**src/rtl/ustc_dn_feeder_pkg.sv**
```systemverilog
// Shared widths for the ustc_dn distribution network and its feeder, plus the
// feeder presentation-state encoding.
package ustc_dn_feeder_pkg;

    localparam int DN_DW_DATA = 8;
    localparam int DN_DW_IDX  = 3;
    localparam int DN_N_IN    = 1 << DN_DW_IDX;
    localparam int DN_N_OUT   = 32;
    localparam int DN_DW_HOLD = 4;

    typedef enum logic {
        IDLE = 1'b0,
        SHOW = 1'b1
    } feeder_state_e;

endpackage

```
**src/rtl/ustc_dn_feeder_bank.sv**
```systemverilog
// One staging bank of the feeder: holds a complete operand set
// {data, lane indices, effective hold count} until it is overwritten.
module ustc_dn_feeder_bank
    import ustc_dn_feeder_pkg::*;
#(
    parameter int W_DATA = DN_N_IN * DN_DW_DATA,
    parameter int W_IDX  = DN_N_OUT * DN_DW_IDX,
    parameter int W_HOLD = DN_DW_HOLD
) (
    input  logic              clk,
    input  logic              rst_n_i,
    input  logic              we_i,
    input  logic [W_DATA-1:0] data_i,
    input  logic [W_IDX-1:0]  idx_i,
    input  logic [W_HOLD-1:0] hold_i,
    output logic [W_DATA-1:0] data_o,
    output logic [W_IDX-1:0]  idx_o,
    output logic [W_HOLD-1:0] hold_o
);

    logic [W_DATA-1:0] data_q;
    logic [W_IDX-1:0]  idx_q;
    logic [W_HOLD-1:0] hold_q;

    // Capture a set on write enable; synchronous clear drops any stale set.
    always_ff @(posedge clk) begin
        if (!rst_n_i) begin
            data_q <= '0;
            idx_q  <= '0;
            hold_q <= '0;
        end else if (we_i) begin
            data_q <= data_i;
            idx_q  <= idx_i;
            hold_q <= hold_i;
        end
    end

    assign data_o = data_q;
    assign idx_o  = idx_q;
    assign hold_o = hold_q;

endmodule

```
**src/rtl/ustc_dn_feeder.sv**
```systemverilog
// Ping-pong staging buffer in front of ustc_dn. One bank is presented (held
// for its hold count) while the other refills, so sets run back-to-back.
//
//   state | meaning
//   IDLE  | no stored set, dn_valid low, outputs keep last presented values
//   SHOW  | presenting the set in bank[rd_ptr]; hold_q counts cycles left
module ustc_dn_feeder
    import ustc_dn_feeder_pkg::*;
#(
    parameter int DW_DATA = DN_DW_DATA,
    parameter int DW_IDX  = DN_DW_IDX,
    parameter int N_IN    = DN_N_IN,
    parameter int N_OUT   = DN_N_OUT,
    parameter int DW_HOLD = DN_DW_HOLD
) (
    input  logic                    clk,
    input  logic                    reset,
    input  logic                    s_valid,
    output logic                    s_ready,
    input  logic [N_IN*DW_DATA-1:0] s_data,
    input  logic [N_OUT*DW_IDX-1:0] s_idx,
    input  logic [DW_HOLD-1:0]      s_hold,
    output logic [N_IN*DW_DATA-1:0] dn_in,
    output logic [N_OUT*DW_IDX-1:0] dn_idx,
    output logic                    dn_valid,
    output logic                    dn_first
);

    localparam int W_DATA = N_IN * DW_DATA;
    localparam int W_IDX  = N_OUT * DW_IDX;

    feeder_state_e      state_q;
    logic [1:0]         cnt_q;
    logic [1:0]         cnt_d;
    logic               wr_ptr_q;
    logic               rd_ptr_q;
    logic [DW_HOLD-1:0] hold_q;
    logic [W_DATA-1:0]  dn_in_q;
    logic [W_IDX-1:0]   dn_idx_q;
    logic               dn_valid_q;
    logic               dn_first_q;

    logic               accept;
    logic               release_set;
    logic [DW_HOLD-1:0] s_hold_eff;

    logic [W_DATA-1:0]  bank_data [2];
    logic [W_IDX-1:0]   bank_idx  [2];
    logic [DW_HOLD-1:0] bank_hold [2];

    logic [W_DATA-1:0]  nxt_data;
    logic [W_IDX-1:0]   nxt_idx;
    logic [DW_HOLD-1:0] nxt_hold;

    // Ready looks only at the registered fill level; a release in the same
    // cycle does not open a slot early.
    assign s_ready     = (cnt_q != 2'd2) && reset;
    assign accept      = s_valid && s_ready;
    assign release_set = (state_q == SHOW) && (hold_q == DW_HOLD'(1));
    assign s_hold_eff  = (s_hold == '0) ? DW_HOLD'(1) : s_hold;
    assign cnt_d       = cnt_q + {1'b0, accept} - {1'b0, release_set};

    for (genvar g = 0; g < 2; g++) begin : g_bank
        ustc_dn_feeder_bank #(
            .W_DATA (W_DATA),
            .W_IDX  (W_IDX),
            .W_HOLD (DW_HOLD)
        ) u_bank (
            .clk     (clk),
            .rst_n_i (reset),
            .we_i    (accept && (int'(wr_ptr_q) == g)),
            .data_i  (s_data),
            .idx_i   (s_idx),
            .hold_i  (s_hold_eff),
            .data_o  (bank_data[g]),
            .idx_o   (bank_idx[g]),
            .hold_o  (bank_hold[g])
        );
    end

    // The set that follows: the waiting bank when both are full, otherwise the
    // set being accepted right now (its bank write lands on the same edge).
    always_comb begin
        if (cnt_q == 2'd2) begin
            nxt_data = bank_data[~rd_ptr_q];
            nxt_idx  = bank_idx[~rd_ptr_q];
            nxt_hold = bank_hold[~rd_ptr_q];
        end else begin
            nxt_data = s_data;
            nxt_idx  = s_idx;
            nxt_hold = s_hold_eff;
        end
    end

    // Presentation FSM with pointers, fill count and registered outputs.
    always_ff @(posedge clk) begin
        if (!reset) begin
            state_q    <= IDLE;
            cnt_q      <= '0;
            wr_ptr_q   <= 1'b0;
            rd_ptr_q   <= 1'b0;
            hold_q     <= '0;
            dn_in_q    <= '0;
            dn_idx_q   <= '0;
            dn_valid_q <= 1'b0;
            dn_first_q <= 1'b0;
        end else begin
            cnt_q <= cnt_d;
            if (accept) begin
                wr_ptr_q <= ~wr_ptr_q;
            end
            if (release_set) begin
                rd_ptr_q <= ~rd_ptr_q;
            end
            case (state_q)
                IDLE: begin
                    dn_first_q <= 1'b0;
                    if (accept) begin
                        state_q    <= SHOW;
                        hold_q     <= nxt_hold;
                        dn_in_q    <= nxt_data;
                        dn_idx_q   <= nxt_idx;
                        dn_valid_q <= 1'b1;
                        dn_first_q <= 1'b1;
                    end
                end
                SHOW: begin
                    if (release_set) begin
                        if ((cnt_q == 2'd2) || accept) begin
                            hold_q     <= nxt_hold;
                            dn_in_q    <= nxt_data;
                            dn_idx_q   <= nxt_idx;
                            dn_first_q <= 1'b1;
                        end else begin
                            state_q    <= IDLE;
                            dn_valid_q <= 1'b0;
                            dn_first_q <= 1'b0;
                        end
                    end else begin
                        hold_q     <= hold_q - DW_HOLD'(1);
                        dn_first_q <= 1'b0;
                    end
                end
                default: state_q <= IDLE;
            endcase
        end
    end

    assign dn_in    = dn_in_q;
    assign dn_idx   = dn_idx_q;
    assign dn_valid = dn_valid_q;
    assign dn_first = dn_first_q;

endmodule
```
**config.mk**
```make
export PLATFORM = sky130hd
export DESIGN_NAME = ustc_dn_feeder
export DESIGN_NICKNAME = d
export VERILOG_FILES = /design/src/rtl/ustc_dn_feeder_pkg.sv /design/src/rtl/ustc_dn_feeder_bank.sv /design/src/rtl/ustc_dn_feeder.sv
export SDC_FILE = /design/constraint.sdc
export NUM_CORES = 1
export LEC_CHECK = 0
export CORE_ASPECT_RATIO = 0.7
export CORE_MARGIN = 8
export CORE_UTILIZATION = 55
export DETAILED_ROUTE_END_ITERATION = 12
export PLACE_DENSITY = 0.81
export SYNTH_ARGS = -nofsm -noshare
export SYNTH_HDL_FRONTEND = slang
export SYNTH_SLANG_ARGS = --single-unit
```
**constraint.sdc**
```tcl
create_clock -name clk -period 2.73 [get_ports clk]
set_input_delay 0.546 -clock clk [delete_from_list [all_inputs] [get_ports clk]]
set_output_delay 0.546 -clock clk [all_outputs]
set_load 0.01 [all_outputs]
```
# Word-level counts from Yosys, hierarchy flattened
# Cells that the tools add are included.
word_totals:
  ff_bits: 499
  latch_bits: 0
  ram_bits: 0
  rom_bits: 0
  inputBits: 167
  memories: 0
op_classes:
  add_sub_neg: 3
  mul: 0
  div: 0
  magnitude_cmp: 1
  eq_ne: 8
  n_shift: 0
  mux: 35
  bitwise_logic: 5
  n_reduce_logical: 10
op_table:
  columns: ["cell", "n"]
  rows:
  - ["two-way mux 96 bit", 7]
  - ["two-way mux 64 bit", 7]
  - ["one-hot mux 96 bit (2 select lines)", 1]
  - ["one-hot mux 64 bit (2 select lines)", 1]
  - ["two-way mux 4 bit", 8]
  - ["one-hot mux 4 bit (2 select lines)", 1]
  - ["two-way mux 1 bit", 7]
  - ["inequality test 2 bit, second input constant", 3]
  - ["one-hot mux 1 bit (2 select lines)", 3]
  - ["AND reduction 3 bit", 2]
  - ["logical AND 1 bit", 5]
  - ["equality test 4 x 1 -> 1 bit, second input constant", 1]
  - ["logical NOT 4 bit", 1]
  - ["inequality test 2 x 1 -> 1 bit, second input constant", 2]
  - ["NOT 1 bit", 4]
  - ["subtractor 4 x 1 -> 4 bit, second input constant", 1]
  - ["inequality test 3 x 2 -> 1 bit, second input constant", 1]
  - ["adder 2 x 1 -> 2 bit", 1]
  - ["equality test 2 bit, second input constant", 1]
  - [">= comparator 2 bit, second input constant", 1]
  - ["NOT 1 -> 2 bit", 1]
  - ["AND reduction 2 bit", 1]
  - ["subtractor 2 x 1 -> 2 bit", 1]
  - ["logical OR 1 bit", 1]

# Depth between registers and ports, before layout
depth:
  word_depth: 9
  mapped_depth: 11
  mapped_depth_nobuf: 10

# Hierarchy
# Synthesis repeated with hierarchy kept, for this count alone.
unflattened:
  cells_unflattened: 2244
  area_unflattened_um2: 22275.1
modules_own_cells:
  columns: ["module", "instances", "cells_each", "area_each_um2"]
  rows:
  - ["ustc_dn_feeder_bank", 2, 528, 6213.5]
  - ["ustc_dn_feeder", 1, 1188, 9848.2]

# Worst setup path before layout
# Ideal clock, no wire load.
synth_timing:
  path_kind: "register to register"
  startpoint: "register cnt_q[0]"
  endpoint: "register cnt_q[1]"
  arrival_time_ns: 1.921
  required_ns: 2.615
  slack_ns: 0.694
  stages_incl_launch_ff: 12
  synth_period_minus_slack_ns: 2.036
  path_cell_list: "dfxtp_1 -> and2b_1 -> buf_4 -> buf_2 -> nor2_1 -> inv_1 -> ha_1 -> inv_1 -> ha_1 -> xnor2_1 -> xnor2_1 -> and2_1"
synth_via:
  elab_chain_len: 5
synth_lines:
  columns: ["element", "line", "rtl"]
  rows:
  - ["start, declared", "ustc_dn_feeder.sv:33", "logic [1:0] cnt_q;"]
  - ["start signal, assigned", "ustc_dn_feeder.sv:108", "cnt_q <= cnt_d;"]
  - ["inequality test 2 bit", "ustc_dn_feeder.sv:57", "assign s_ready = (cnt_q != 2'd2) && reset;"]
  - ["logical AND 1 bit", "ustc_dn_feeder.sv:57", null]
  - ["logical AND 1 bit", "ustc_dn_feeder.sv:58", "assign accept = s_valid && s_ready;"]
  - ["adder 2 x 1 -> 2 bit *", "ustc_dn_feeder.sv:61", "assign cnt_d = cnt_q + {1'b0, accept} - {1'b0, release_set};"]
  - ["subtractor 2 x 1 -> 2 bit *", "ustc_dn_feeder.sv:61", null]
# Mark *: on every way between the ends. The rest lies on a longest branch, timed or not.
# A chain may end at the register's enable or synchronous reset.

# Final worst setup path
layout_timing:
  startpoint: "register cnt_q[0]"
  endpoint: "output port s_ready"
layout_via:
  elab_chain_len: 2
layout_lines:
  columns: ["element", "line", "rtl"]
  rows:
  - ["inequality test 2 bit", "ustc_dn_feeder.sv:57", null]
  - ["logical AND 1 bit", "ustc_dn_feeder.sv:57", null]
  - ["end, declared", "ustc_dn_feeder.sv:19", "output logic s_ready,"]
# No other way between the ends.

==> key figures <==
Die
  • Site row count: 61
  • Initial Util: 0.5591
  • IO Count: 330
  • Die Y: 184.2 µm
  • Die X-Extent: 256.3 µm
  • DIE AREA: 47220 µm²
  • Core area: 39760 µm²

Worst setup path
  • RR Startpoint: cnt_q[1]
  • Max FO, Critical Path: 8
  • CP Class: flip-flop to output pin
  • Reg2reg path depth: 6
  • Slowest Stage Delay on Critical Path: 0.56 ns
  • Top delay family on crit path: buffers and inverters
  • CP Buf/Inv Count: 1
  • Startpoint types: flip-flop
  • RR Endpoint: g_bank[0].u_bank.data_o[25]
  • Worst setup EP type: output pin
  • Crit-path slowest cell: clkdlybuf4s50_1
  • Reg2Reg Setup Slack: 0.37 ns
  • CP Depth: 3
  • Data required time of the worst path: 2.18 ns
  • CP Cell Sequence: nand2b_2 > and2_1 > clkdlybuf4s50_1
  • Worst path arrival time: 1.98 ns

Drt
  • Via count: 19870
  • Vias/cell: 5.930
  • DR WL met3: 4494 µm
  • Average wire per standard cell: 19.57 µm
  • # DRC: 0
  • M1 WL: 27240 µm
  • Routed Antenna Nets: 0
  • Routed wire length: 65580 µm
  • Uppermost layer routed: met5
  • Iteration-0 DRC Markers: 1462
  • Wire length on met2: 31410 µm
  • Drt pass-1 iters: 5

Layout
  • Area delta synth->final: 23.26%
  • Seq. cell area: 9993 µm²
  • Multi-input gate area: 11060 µm²
  • # nets final: 2940
  • Commonest non-fill, non-tap cell in the layout: nand2_1
  • Fin area: 27410 µm²
  • Fill count: 3040
  • Commonest non-fill, non-tap cells in the layout: nand2_1, dfxtp_1, clkdlybuf4s50_1
  • Share of post-route cells with drive strength above 1: 0.04843

STA
  • Crit share post-route: 0.9265
  • Worst slew pin tran: 1.068 ns
  • Hold Slack: 0.3493 ns
  • Final setup violation count: 0
  • Max-slew violation count: 0
  • Worst slew margin: 0.2883
  • Tmin final: 2.529 ns
  • TNS Setup: 0 ns
  • FMAX: 395.4 MHz
  • Skew final: 0.01044 ns
  • Unrepaired setup endpoints after global routing: no
  • Final hold vios: 0

Synth
  • Register area share after synthesis: 0.4493
  • Area leader, netlist: dfxtp_1
  • Area share of the largest cell type after synthesis: 0.4493
  • Syn Nets: 2777
  • Cells after synthesis: 2606
  • Synth Flop Type: dfxtp_1
  • Synth top area cells: dfxtp_1, nand2_1, a21boi_0, mux2i_1, a21boi_1
  • Ys async rst share: 0
  • Avg Cell Area, Syn: 8.532 µm²
  • Number of enable flip-flop cells after synthesis: 0
  • Distinct cells, synth: 42
  • Yosys warning count: 0
  • Post-Syn Area: 22230 µm²
  • Seq cells post-synth: 499

Clocking
  • CTS tree: built
  • CTS root buf: clkbuf_16
  • Largest buffer count on any clock path: 3
  • Hold-fix buffers at CTS: 0
  • # clock sinks: 499
  • Clk Latency, worst-skew pair: 0.57 ns
  • H-tree Lvls: 2
  • Number of buffers created by CTS: 48
  • Worst-path clk slew: 0.06 ns

Place
  • Area post-placement: 25630 µm²
  • IO buf count: 329
  • GPL Wtd Cong: 0.8015
  • Post-DP HPWL: 38770 µm

GRT
  • Initial antenna violation count: 11
  • Largest net degree at the start of global routing: 240
  • First-pass GRT wire length: 104400 µm
  • Gr usage total: 0.2631
  • Gr ovfl total: 0
  • Vias in the first global route: 20050

Pwr
  • Worst vdd ir: 572.5 µV
  • P_leak: 8.672 nW
  • Power Dens Cells: 649.7 nW/µm²

Outcome
  • Outcome: complete, no violations

Worst hold path
  • Hold-critical path depth: 2
  • Worst hold endpoint: g_bank[1].u_bank.data_o[39]
  • Hold_sp: reset
  • Worst Hold Class: input port to flip-flop

Flow run
  • Max cap viols: 0
==> report_power, final <==
| part | internal, mW | total (mW) | switching (mW) |
|---|---|---|---|
| Sequential | 7.68 | 7.92 | 0.233 |
| Clock | 4.39 | 7.28 | 2.90 |
| Combinational | 1.12 | 2.60 | 1.48 |
==> repair_timing <==
action,in CTS,in global routing
endpoints found under the setup margin,0,1
resized for setup,0,1
buffers inserted,0,0
==> worst max-delay path by stage <==
stage / endpoint / startpoint
floorplan: cnt_q[1] / cnt_q[0]
detailed placement: g_bank[0].u_bank.data_o[5] / s_valid
finish: s_ready / cnt_q[0]
CTS: s_ready / cnt_q[0]
global placement: cnt_q[1] / s_valid
global route: s_ready / cnt_q[0]
==> through the flow <==
step	setup slack (ns)	utilization	total power, mW	instances
after detailed placement	0.2428	0.6446	10.65	3254
after global routing	0.1217	0.6891	18.46	3350
after global placement	0.2981	0.6446	10.57	3254
final	0.2007	0.6892	17.80	3351
after CTS	0.05329	0.6886	17.89	3343
after floorplan	0.6942	-	9.455	2606
==> sequential cells by signal (all words and copies together) (netlist names), 2 cells and up <==
name / cells
cnt_q: 2
dn_idx: 96
g_bank.u_bank.hold_o: 8
g_bank.u_bank.idx_o: 192
dn_in: 64
hold_q: 4
g_bank.u_bank.data_o: 128
==> cells in the mapped netlist (2+ instances only) <==
| library cell | number |
|---|---|
| nand2_1 | 820 |
| dfxtp_1 | 499 |
| buf_1 | 9 |
| nand2b_1 | 3 |
| o211a_1 | 2 |
| o2111ai_1 | 160 |
| a2111oi_0 | 2 |
| and2_1 | 6 |
| xnor2_1 | 3 |
| o21ai_0 | 162 |
| nor2_1 | 8 |
| buf_6 | 8 |
| a21boi_1 | 199 |
| nor3_1 | 3 |
| ha_1 | 4 |
| buf_4 | 12 |
| buf_2 | 145 |
| o31a_1 | 2 |
| inv_1 | 5 |
| clkbuf_1 | 80 |
| mux2i_1 | 163 |
| a21boi_0 | 290 |
| and3_1 | 2 |
==> routing by layer <==
| layer | GRT usage | up-vias |
|---|---|---|
| met1 | 0.3243 | 9637 |
| met5 | 0 | - |
| met2 | 0.4437 | 730 |
| li1 | - | 9361 |
| met3 | 0.05410 | 136 |
| met4 | 0.1185 | 8 |
==> logic make-up (layout without fill, tap and decap cells) <==
family / after synthesis / count (layout) / share of synthesized area
AOI/OAI and AO/OA: 827 / 827 / 0.2706
other: 0 / 8 / 0
buffers and inverters: 259 / 461 / 0.05661
xor gates and xnor gates: 4 / 4 / 0.001576
adders and majority gates: 4 / 4 / 0.002251
muxes: 163 / 163 / 0.07338
DFF: 499 / 499 / 0.4493
and+or+nand+nor: 850 / 850 / 0.1463
==> final cells by class <==
class / count / area share
multi-input cells: 1848 / 0.4035
diodes: 8 / 0.0007305
inverters: 5 / 0.0006848
repair buffers: 367 / 0.1422
clock buffers: 70 / 0.05346
flip-flops and latches: 499 / 0.3647
well taps: 535 / 0.02443
clock inverters: 19 / 0.01041
Power figures use the tool's default switching activity.
